==> src/rtl/regfile_pkg.sv <==
// Shared register-file constants and writeback source encoding.
package regfile_pkg;

  localparam int REG_ADDR_W = 5;
  localparam int REG_DATA_W = 32;
  localparam int NUM_REGS   = 32;
  localparam logic [REG_ADDR_W-1:0] ZERO_REG = '0;

  typedef enum logic [1:0] {
    WB_ALU    = 2'd0,
    WB_LOAD   = 2'd1,
    WB_MULDIV = 2'd2
  } wb_src_e;

endpackage

==> src/rtl/regfile_wb_scheduler_rr_arbiter.sv <==
// Combinational round-robin arbiter: first requester at or after the pointer wins.
module rr_arbiter #(
  parameter int N  = 3,
  localparam int IW = (N > 1) ? $clog2(N) : 1
) (
  input  logic [N-1:0]  req,
  input  logic [IW-1:0] pointer,
  output logic [N-1:0]  grant,
  output logic [IW-1:0] grant_idx,
  output logic          grant_any
);

  logic [IW-1:0] idx;

  always_comb begin
    grant     = '0;
    grant_idx = '0;
    grant_any = 1'b0;
    idx       = '0;
    for (int k = 0; k < N; k++) begin
      idx = IW'((int'(pointer) + k) % N);
      if (!grant_any && req[idx]) begin
        grant_any  = 1'b1;
        grant[idx] = 1'b1;
        grant_idx  = idx;
      end
    end
  end

endmodule

==> src/rtl/regfile_wb_scheduler.sv <==
// Shares the register-file write port between writeback sources and tracks
// pending destination registers for RAW/WAW stalls in the issue stage.
module regfile_wb_scheduler #(
  parameter int NUM_REQ  = 3,
  parameter int ADDR_W   = regfile_pkg::REG_ADDR_W,
  parameter int DATA_W   = regfile_pkg::REG_DATA_W,
  parameter int NUM_REGS = regfile_pkg::NUM_REGS,
  localparam int GW = (NUM_REQ > 1) ? $clog2(NUM_REQ) : 1
) (
  input  logic                      clk,
  input  logic                      rst_n,
  input  logic [NUM_REQ-1:0]        req_valid,
  output logic [NUM_REQ-1:0]        req_ready,
  input  logic [NUM_REQ*ADDR_W-1:0] req_addr,
  input  logic [NUM_REQ*DATA_W-1:0] req_data,
  input  logic                      issue_valid,
  input  logic [ADDR_W-1:0]         issue_addr,
  input  logic [ADDR_W-1:0]         src1_addr,
  input  logic [ADDR_W-1:0]         src2_addr,
  output logic                      src1_busy,
  output logic                      src2_busy,
  output logic                      dst_busy,
  output logic [ADDR_W-1:0]         rf_a3,
  output logic [DATA_W-1:0]         rf_wd3,
  output logic                      rf_we3,
  output logic [GW-1:0]             grant_id
);
  import regfile_pkg::*;

  logic [NUM_REGS-1:0] pend_q, pend_d;
  logic [GW-1:0]       ptr_q, ptr_d;
  logic                we_q, we_d;
  logic [ADDR_W-1:0]   a3_q, a3_d;
  logic [DATA_W-1:0]   wd_q, wd_d;
  logic [GW-1:0]       gid_q, gid_d;

  logic [GW-1:0]       gnt_idx;
  logic                gnt_any;
  logic [ADDR_W-1:0]   sel_addr;
  logic [DATA_W-1:0]   sel_data;

  rr_arbiter #(.N(NUM_REQ)) u_arb (
    .req       (req_valid),
    .pointer   (ptr_q),
    .grant     (req_ready),
    .grant_idx (gnt_idx),
    .grant_any (gnt_any)
  );

  assign sel_addr = req_addr[gnt_idx*ADDR_W +: ADDR_W];
  assign sel_data = req_data[gnt_idx*DATA_W +: DATA_W];

  always_comb begin
    ptr_d  = ptr_q;
    we_d   = 1'b0;
    a3_d   = a3_q;
    wd_d   = wd_q;
    gid_d  = gid_q;
    pend_d = pend_q;
    if (gnt_any) begin
      ptr_d = (gnt_idx == GW'(NUM_REQ - 1)) ? '0 : gnt_idx + 1'b1;
      we_d  = (sel_addr != ADDR_W'(ZERO_REG));
      a3_d  = sel_addr;
      wd_d  = sel_data;
      gid_d = gnt_idx;
    end
    // Clear first so a same-edge issue to the same register keeps it pending.
    if (we_q) pend_d[a3_q] = 1'b0;
    if (issue_valid && (issue_addr != ADDR_W'(ZERO_REG))) pend_d[issue_addr] = 1'b1;
  end

  always_ff @(posedge clk or negedge rst_n) begin
    if (!rst_n) begin
      pend_q <= '0;
      ptr_q  <= '0;
      we_q   <= 1'b0;
      a3_q   <= '0;
      wd_q   <= '0;
      gid_q  <= '0;
    end else begin
      pend_q <= pend_d;
      ptr_q  <= ptr_d;
      we_q   <= we_d;
      a3_q   <= a3_d;
      wd_q   <= wd_d;
      gid_q  <= gid_d;
    end
  end

  assign src1_busy = pend_q[src1_addr] && (src1_addr != ADDR_W'(ZERO_REG));
  assign src2_busy = pend_q[src2_addr] && (src2_addr != ADDR_W'(ZERO_REG));
  assign dst_busy  = pend_q[issue_addr] && (issue_addr != ADDR_W'(ZERO_REG));

  assign rf_we3   = we_q;
  assign rf_a3    = a3_q;
  assign rf_wd3   = wd_q;
  assign grant_id = gid_q;

endmodule

==> config.mk <==
export PLATFORM = sky130hd
export DESIGN_NAME = regfile_wb_scheduler
export DESIGN_NICKNAME = d
export VERILOG_FILES = /design/src/rtl/regfile_pkg.sv /design/src/rtl/regfile_wb_scheduler_rr_arbiter.sv /design/src/rtl/regfile_wb_scheduler.sv
export SDC_FILE = /design/constraint.sdc
export NUM_CORES = 1
export LEC_CHECK = 0
export BUFFER_PORTS_ARGS = -buffer_cell sky130_fd_sc_hd__buf_4
export CORE_ASPECT_RATIO = 1.5
export CORE_UTILIZATION = 55
export CTS_CLUSTER_DIAMETER = 50
export CTS_CLUSTER_SIZE = 25
export DETAILED_ROUTE_END_ITERATION = 8
export PLACE_DENSITY = 0.91
export SETUP_SLACK_MARGIN = 0.15
export SLEW_MARGIN = 20
export SYNTH_ARGS = -nofsm -noshare
export SYNTH_HDL_FRONTEND = slang
export SYNTH_SLANG_ARGS = --single-unit
==> constraint.sdc <==
create_clock -name clk -period 5.3 [get_ports clk]
set_input_delay 0.795 -clock clk [delete_from_list [all_inputs] [get_ports clk]]
set_output_delay 0.795 -clock clk [all_outputs]
set_load 0.03 [all_outputs]
* After elaboration in Yosys (flattened, before gate mapping)
Index checks and enable logic that the tools add are counted.
** Cells by class
- Muxes and demuxes :: 35
- Shifts and indexed selects :: 2
- Divide/modulo/power cells :: 3
- Order comparisons :: 12
- Reduce and logical (&&, ||, !) cells :: 17
- $add $sub $neg :: 3
- Eq/ne operators :: 1
- Bitwise operators :: 5
- Multiply operators :: 1
** Operators by type and width (number)
- 96-bit by 8-bit variable part select with 32-bit output :: 1
- 32-bit by 3-bit remainder unit with 32-bit output (second input constant) :: 2
- 32-bit two-way mux :: 2
- 32-bit bitwise AND :: 1
- 3-bit by 3-bit remainder unit with 32-bit output (second input constant) :: 1
- 32-bit inverter :: 1
- 32-bit OR :: 1
- 5-bit by 6-bit < comparator with 1-bit output (second input constant) :: 4
- 5-bit nonzero test :: 4
- 1-bit binary-select mux with 5-bit select :: 3
- 1-bit two-way mux :: 15
- 15-bit by 6-bit variable part select with 5-bit output :: 1
- 1-bit logical AND :: 11
- 1-bit demux with 5-bit select :: 2
- 5-bit by 1-bit >= comparator with 1-bit output (second input constant) :: 2
- 2-bit by 3-bit < comparator with 1-bit output (second input constant) :: 3
- 3-bit two-way mux :: 3
- 2-bit two-way mux :: 4
- 1-bit binary-select mux with 2-bit select :: 3
- 1-bit demux with 2-bit select :: 3
- 2-bit by 1-bit >= comparator with 1-bit output (second input constant) :: 3
- 3-bit OR :: 2
- 2-bit by 3-bit multiplier with 5-bit output (second input constant) :: 1
- 2-bit by 1-bit adder with 3-bit output (second input constant) :: 1
- other kinds (4) :: 5
** Storage, ports and cells
- Word-level logic and storage cells :: 85
- Flip-flop bits (word level) :: 74

* Longest topological paths before layout
- Depth after elaboration :: 14
- Gate-level depth with buffers :: 11
- Depth with buffers taken out :: 8

* By module
A second synthesis with hierarchy kept.
** Unflattened totals
- Cell total of the unflattened synthesis :: 532
- Area total of the unflattened synthesis :: 4700.8 µm²
** By module, submodules not included
- regfile_wb_scheduler :: sequential area each 1851.8 µm², cells each 479, area an instance 4352.9 µm², times used 1
- rr_arbiter :: sequential area each 0.0 µm², cells each 53, area an instance 347.8 µm², times used 1

* Least setup slack after synthesis
No wires, ideal clock.
- Path kind :: input -> output
- Start point :: input port src1_addr[1]
- End point :: output port src1_busy
- Setup slack :: 2.161 ns
- Stages on the path :: 6
- Arrival time :: 2.344 ns
- Data required time :: 4.505 ns
- Buffers on the path :: 1
- Cells stage by stage :: clkbuf_1 > mux2_2 > nand2_1 > o21ai_0 > mux4_2 > mux2_2
** On the way
- Word-level cells in the longest chain between the ends :: 3
- Elaborated cells between the ends (all ways) :: 4
- Classes of those cells :: 2 x mux; 2 x reduce/logical
** RTL lines
- from (decl) :: RTL line regfile_wb_scheduler.sv:18 : input logic [ADDR_W-1:0] src1_addr,
- 1-bit binary-select mux with 5-bit select :: RTL line regfile_wb_scheduler.sv:90 : assign src1_busy = pend_q[src1_addr] && (src1_addr != ADDR_W'(ZERO_REG));
- 1-bit two-way mux (implied by the code) :: RTL line regfile_wb_scheduler.sv:90
- 1-bit logical AND * :: RTL line regfile_wb_scheduler.sv:90
- to (decl) :: RTL line regfile_wb_scheduler.sv:20 : output logic src1_busy,
Mark *: on every way between the ends. The rest lies on a longest branch, timed or not. The select of a mux whose other input is x is not followed.

* Worst setup path in the final report
- Start point :: register ptr_q[1]
- End point :: output port req_ready[1]
** On the way
- Word-level cells in the longest chain between the ends :: 10
- Elaborated cells between the ends (all ways) :: 37
- Classes of those cells :: 2 x add/sub; 3 x div; 6 x order compare; 17 x mux; 2 x bitwise; 7 x reduce/logical
** RTL lines
- from (decl) :: RTL line regfile_wb_scheduler.sv:31 : logic [GW-1:0] ptr_q, ptr_d;
- from (signal assigned) :: RTL line regfile_wb_scheduler.sv:82 : ptr_q <= ptr_d;
- 2-bit by 1-bit adder with 3-bit output / 3-bit by 3-bit remainder unit with 32-bit output (equally long branches) :: RTL line regfile_wb_scheduler_rr_arbiter.sv:21 : idx = IW'((int'(pointer) + k) % N);
- 32-bit by 3-bit remainder unit with 32-bit output (tied with other cells) :: RTL line regfile_wb_scheduler_rr_arbiter.sv:21
- 2-bit by 3-bit < comparator with 1-bit output (implied by the code) (tied with other cells) :: RTL line regfile_wb_scheduler_rr_arbiter.sv:24 : grant[idx] = 1'b1;
- 1-bit logical AND (implied by the code) (tied with other cells) :: RTL line regfile_wb_scheduler_rr_arbiter.sv:24
- 1-bit two-way mux (implied by the code) (tied with other cells) :: RTL line regfile_wb_scheduler_rr_arbiter.sv:24
- 1-bit demux with 2-bit select (tied with other cells)
- 3-bit OR (no line) / 1-bit two-way mux (equally long branches)
- 3-bit two-way mux / 1-bit zero test (equally long branches) :: RTL line regfile_wb_scheduler_rr_arbiter.sv:22 : if (!grant_any && req[idx]) begin
- 3-bit OR (no line) / 1-bit logical AND (equally long branches)
- 3-bit two-way mux * :: RTL line regfile_wb_scheduler_rr_arbiter.sv:22
- to (decl) :: RTL line regfile_wb_scheduler.sv:13 : output logic [NUM_REQ-1:0] req_ready,
Marked as above.

==> metrics.md <==
| Metric | Value |
|---|---|
| DP Worst Slack | 2070 ps |
| PwrDens | 671 nW/um2 |
| Met3 wire length | 1530 um |
| Max Cap Viol | 0 |
| Worst vdd ir | 646 uV |
| Synth Warn # | 0 |
| Area contributors post-synth | dfrtp_1, mux4_2, o21ai_0 |
| Leakage Power | 0.00284 uW |
| Synth top area share | 37.5% |
| Die area | 9360 um2 |
| Worst slew pin tran | 936 ps |
| First-pass GRT wire length | 25700 um |
| Vias in the first global route | 5119 |
| Post-layout min period | 3410 ps |
| # IOs | 178 |
| Synth cell types | 56 |
| Worst Hold Launch | rf_wd3[18]$_DFFE_PN0P_ |
| Slew HR | 37.6% |
| Clock Latency Late Sink | 340 ps |
| DR WL/cell | 20.6 um |
| HPWL after detailed placement | 11600 um |
| Area of the core | 8780 um2 |
| Largest net degree at the start of global routing | 75 |
| Setup TNS | 0 ps |
| Die W | 79.3 um |
| WP data required | 4510 ps |
| Fin crit share | 64.4% |
| Hold Crit Depth | 2 |
| Synth area leader | dfrtp_1 |
| Antenna violations before repair | 0 |
| Final Cell Area | 6510 um2 |
| Worst Setup Slack, final | 1890 ps |
| I/O Buffers | 177 |
| CP Launch Type | flop |
| Worst reg2reg path endpoint | rf_wd3[12]$_DFFE_PN0P_ |
| Number of synthesized flops with an enable pin | 0 |
| Seq/Total Area, Yosys | 37.5% |
| Most common cell after layout, fill and taps aside | buf_4 |
| CTS Sinks | 74 |
| Most frequent cells in the layout | buf_4, dfrtp_1, o21ai_0 |
| Internal reg-to-reg setup slack | 2100 ps |
| Iter 0 DRT Violations | 438 |
| Htree depth | 3 |
| RSZ-0062 raised after global routing | false |
| Site Rows | 42 |
| Total CTS buffers | 9 |
| Met1 wire length | 5220 um |
| Synthesized flop and latch total | 74 |
| Tightest Hold Check Type | flop to flop |
| Slew Viols, Final | 0 |
| Clk_skew | 9.58 ps |
| Most used DFF post-synth | dfrtp_1 |
| Highest clock rate | 293 MHz |
| Drt drc | 0 |
| Hold Buf Count CTS | 0 |
| CTS tree | built |
| Critical Path Sink Type | primary output |
| FF-to-FF path depth | 7 |
| Ant diodes | 0 |
| Nets | 793 |
| Clock-pin slew on the worst setup and hold paths | 60 ps |
| Worst EP arrival | 2620 ps |
| Total power draw | 4370 uW |
| Synthesized area | 4930 um2 |
| Root buf cell | clkbuf_16 |
| CP max FO | 14 |
| FFs w/ async S/R, synth | 100% |
| Cells after Synth | 509 |
| Resize count post-CTS | 0 |
| First-pass DRT Iterations | 5 |
| Mean Syn Cell Area | 9.69 um2 |
| Status | complete, no violations |
| Placed Area | 6180 um2 |
| Routed vias/inst | 6.58 |
| GRT overflow | 0 |
| FF-to-FF Start | ptr_q[1]$_DFFE_PN0P_ |
| Mapped Nets | 645 |
| Post-CTS setup repair buffer count | 0 |
| Total number of vias | 5076 |
| Clock buffer depth | 2 |
| Final Hold Viols | 0 |
| Critical path type | flop to primary output |
| Hold endpoint | rf_wd3[18]$_DFFE_PN0P_ |
| GRT Overall Usage | 36.2% |
| Area Growth Syn to Fin | 31.8% |
| Antenna-violating nets left | 0 |
| Initial core utilization | 56.2% |
| Die height | 118 um |
| # setup viols final | 0 |
| Final wirelength | 15900 um |
| DR top layer | met4 |
| GP Congestion | 0.960 |
| Share of cells above drive strength 1 | 38.2% |
| Metal2 WL | 8300 um |
## registers in the layout, summed over array words and instances, names as in the netlist
name      cells
grant_id      2
pend_q       32
ptr_q         2
rf_a3         5
rf_wd3       32
rf_we3        1
## Yosys cell counts (3+ instances only)
library cell	count
a211oi_1	30
a211oi_2	5
a21oi_1	4
and3_1	35
buf_2	13
buf_4	5
buf_6	8
clkbuf_1	18
dfrtp_1	74
ha_1	4
inv_1	10
mux2_2	5
mux2i_1	3
mux4_2	26
nand2_1	49
nand3_1	6
nand3b_1	13
nor2_1	46
nor2b_1	3
o21ai_0	70
o31ai_1	33
or3b_2	5
## stage by stage
step | cells | hold WS (ps) | util [%]
global placement | 756 | 464 | 70.4
floorplan | 509 | 453 | -
detailed placement | 756 | 468 | 70.4
finish | 772 | 476 | 74.1
global route | 772 | 499 | 74.1
CTS | 772 | 481 | 74.1
## cell families after synthesis
family	synth area share, %
and+or+nand+nor	17.8
buffers and inverters	6.03
DFF	37.5
AOI/OAI and AO/OA	24.0
muxes	13.6
adders and majority gates	1.01
## cell type report
| cell class | count | area (um2) |
|---|---|---|
| timing repair buffer | 181 | 1360 |
| inverter | 10 | 37.5 |
| clock inverter | 6 | 90.1 |
| sequential | 74 | 1850 |
| tap | 110 | 138 |
| multi-input combinational | 381 | 2790 |
| clock buffer | 10 | 239 |
| fill | 614 | 2270 |
## per-layer routing
metal  vias to the layer above  GRT usage [%]
met3                        89           11.6
li1                       2218              -
met2                       362           60.8
met1                      2407           39.7
met5                         -              0
met4                         0           19.9
## worst max-delay path, stage by stage (launching register included)
cell and delay [ps]:
dfrtp_1 420, inv_1 100, ha_1 470, mux2i_1 310
o21ai_2 150, o41ai_2 430, mux2_2 230, buf_4 150
## how the worst max path moves through the flow
stage,end,cells after the start,start
6_report,req_ready[1],7,ptr_q[1]$_DFFE_PN0P_
3_3_place_gp,src2_busy,5,src2_addr[0]
3_5_place_dp,src1_busy,5,src1_addr[0]
4_1_cts,req_ready[1],7,ptr_q[1]$_DFFE_PN0P_
2_1_floorplan,src1_busy,6,src1_addr[1]
5_1_grt,req_ready[0],9,ptr_q[0]$_DFFE_PN0P_
## where the power goes
part	switching (uW)	internal, uW
Combinational	1500	1020
Sequential	307	871
Clock	244	426
Total	2050	2310
Power figures use the tool's default switching activity.
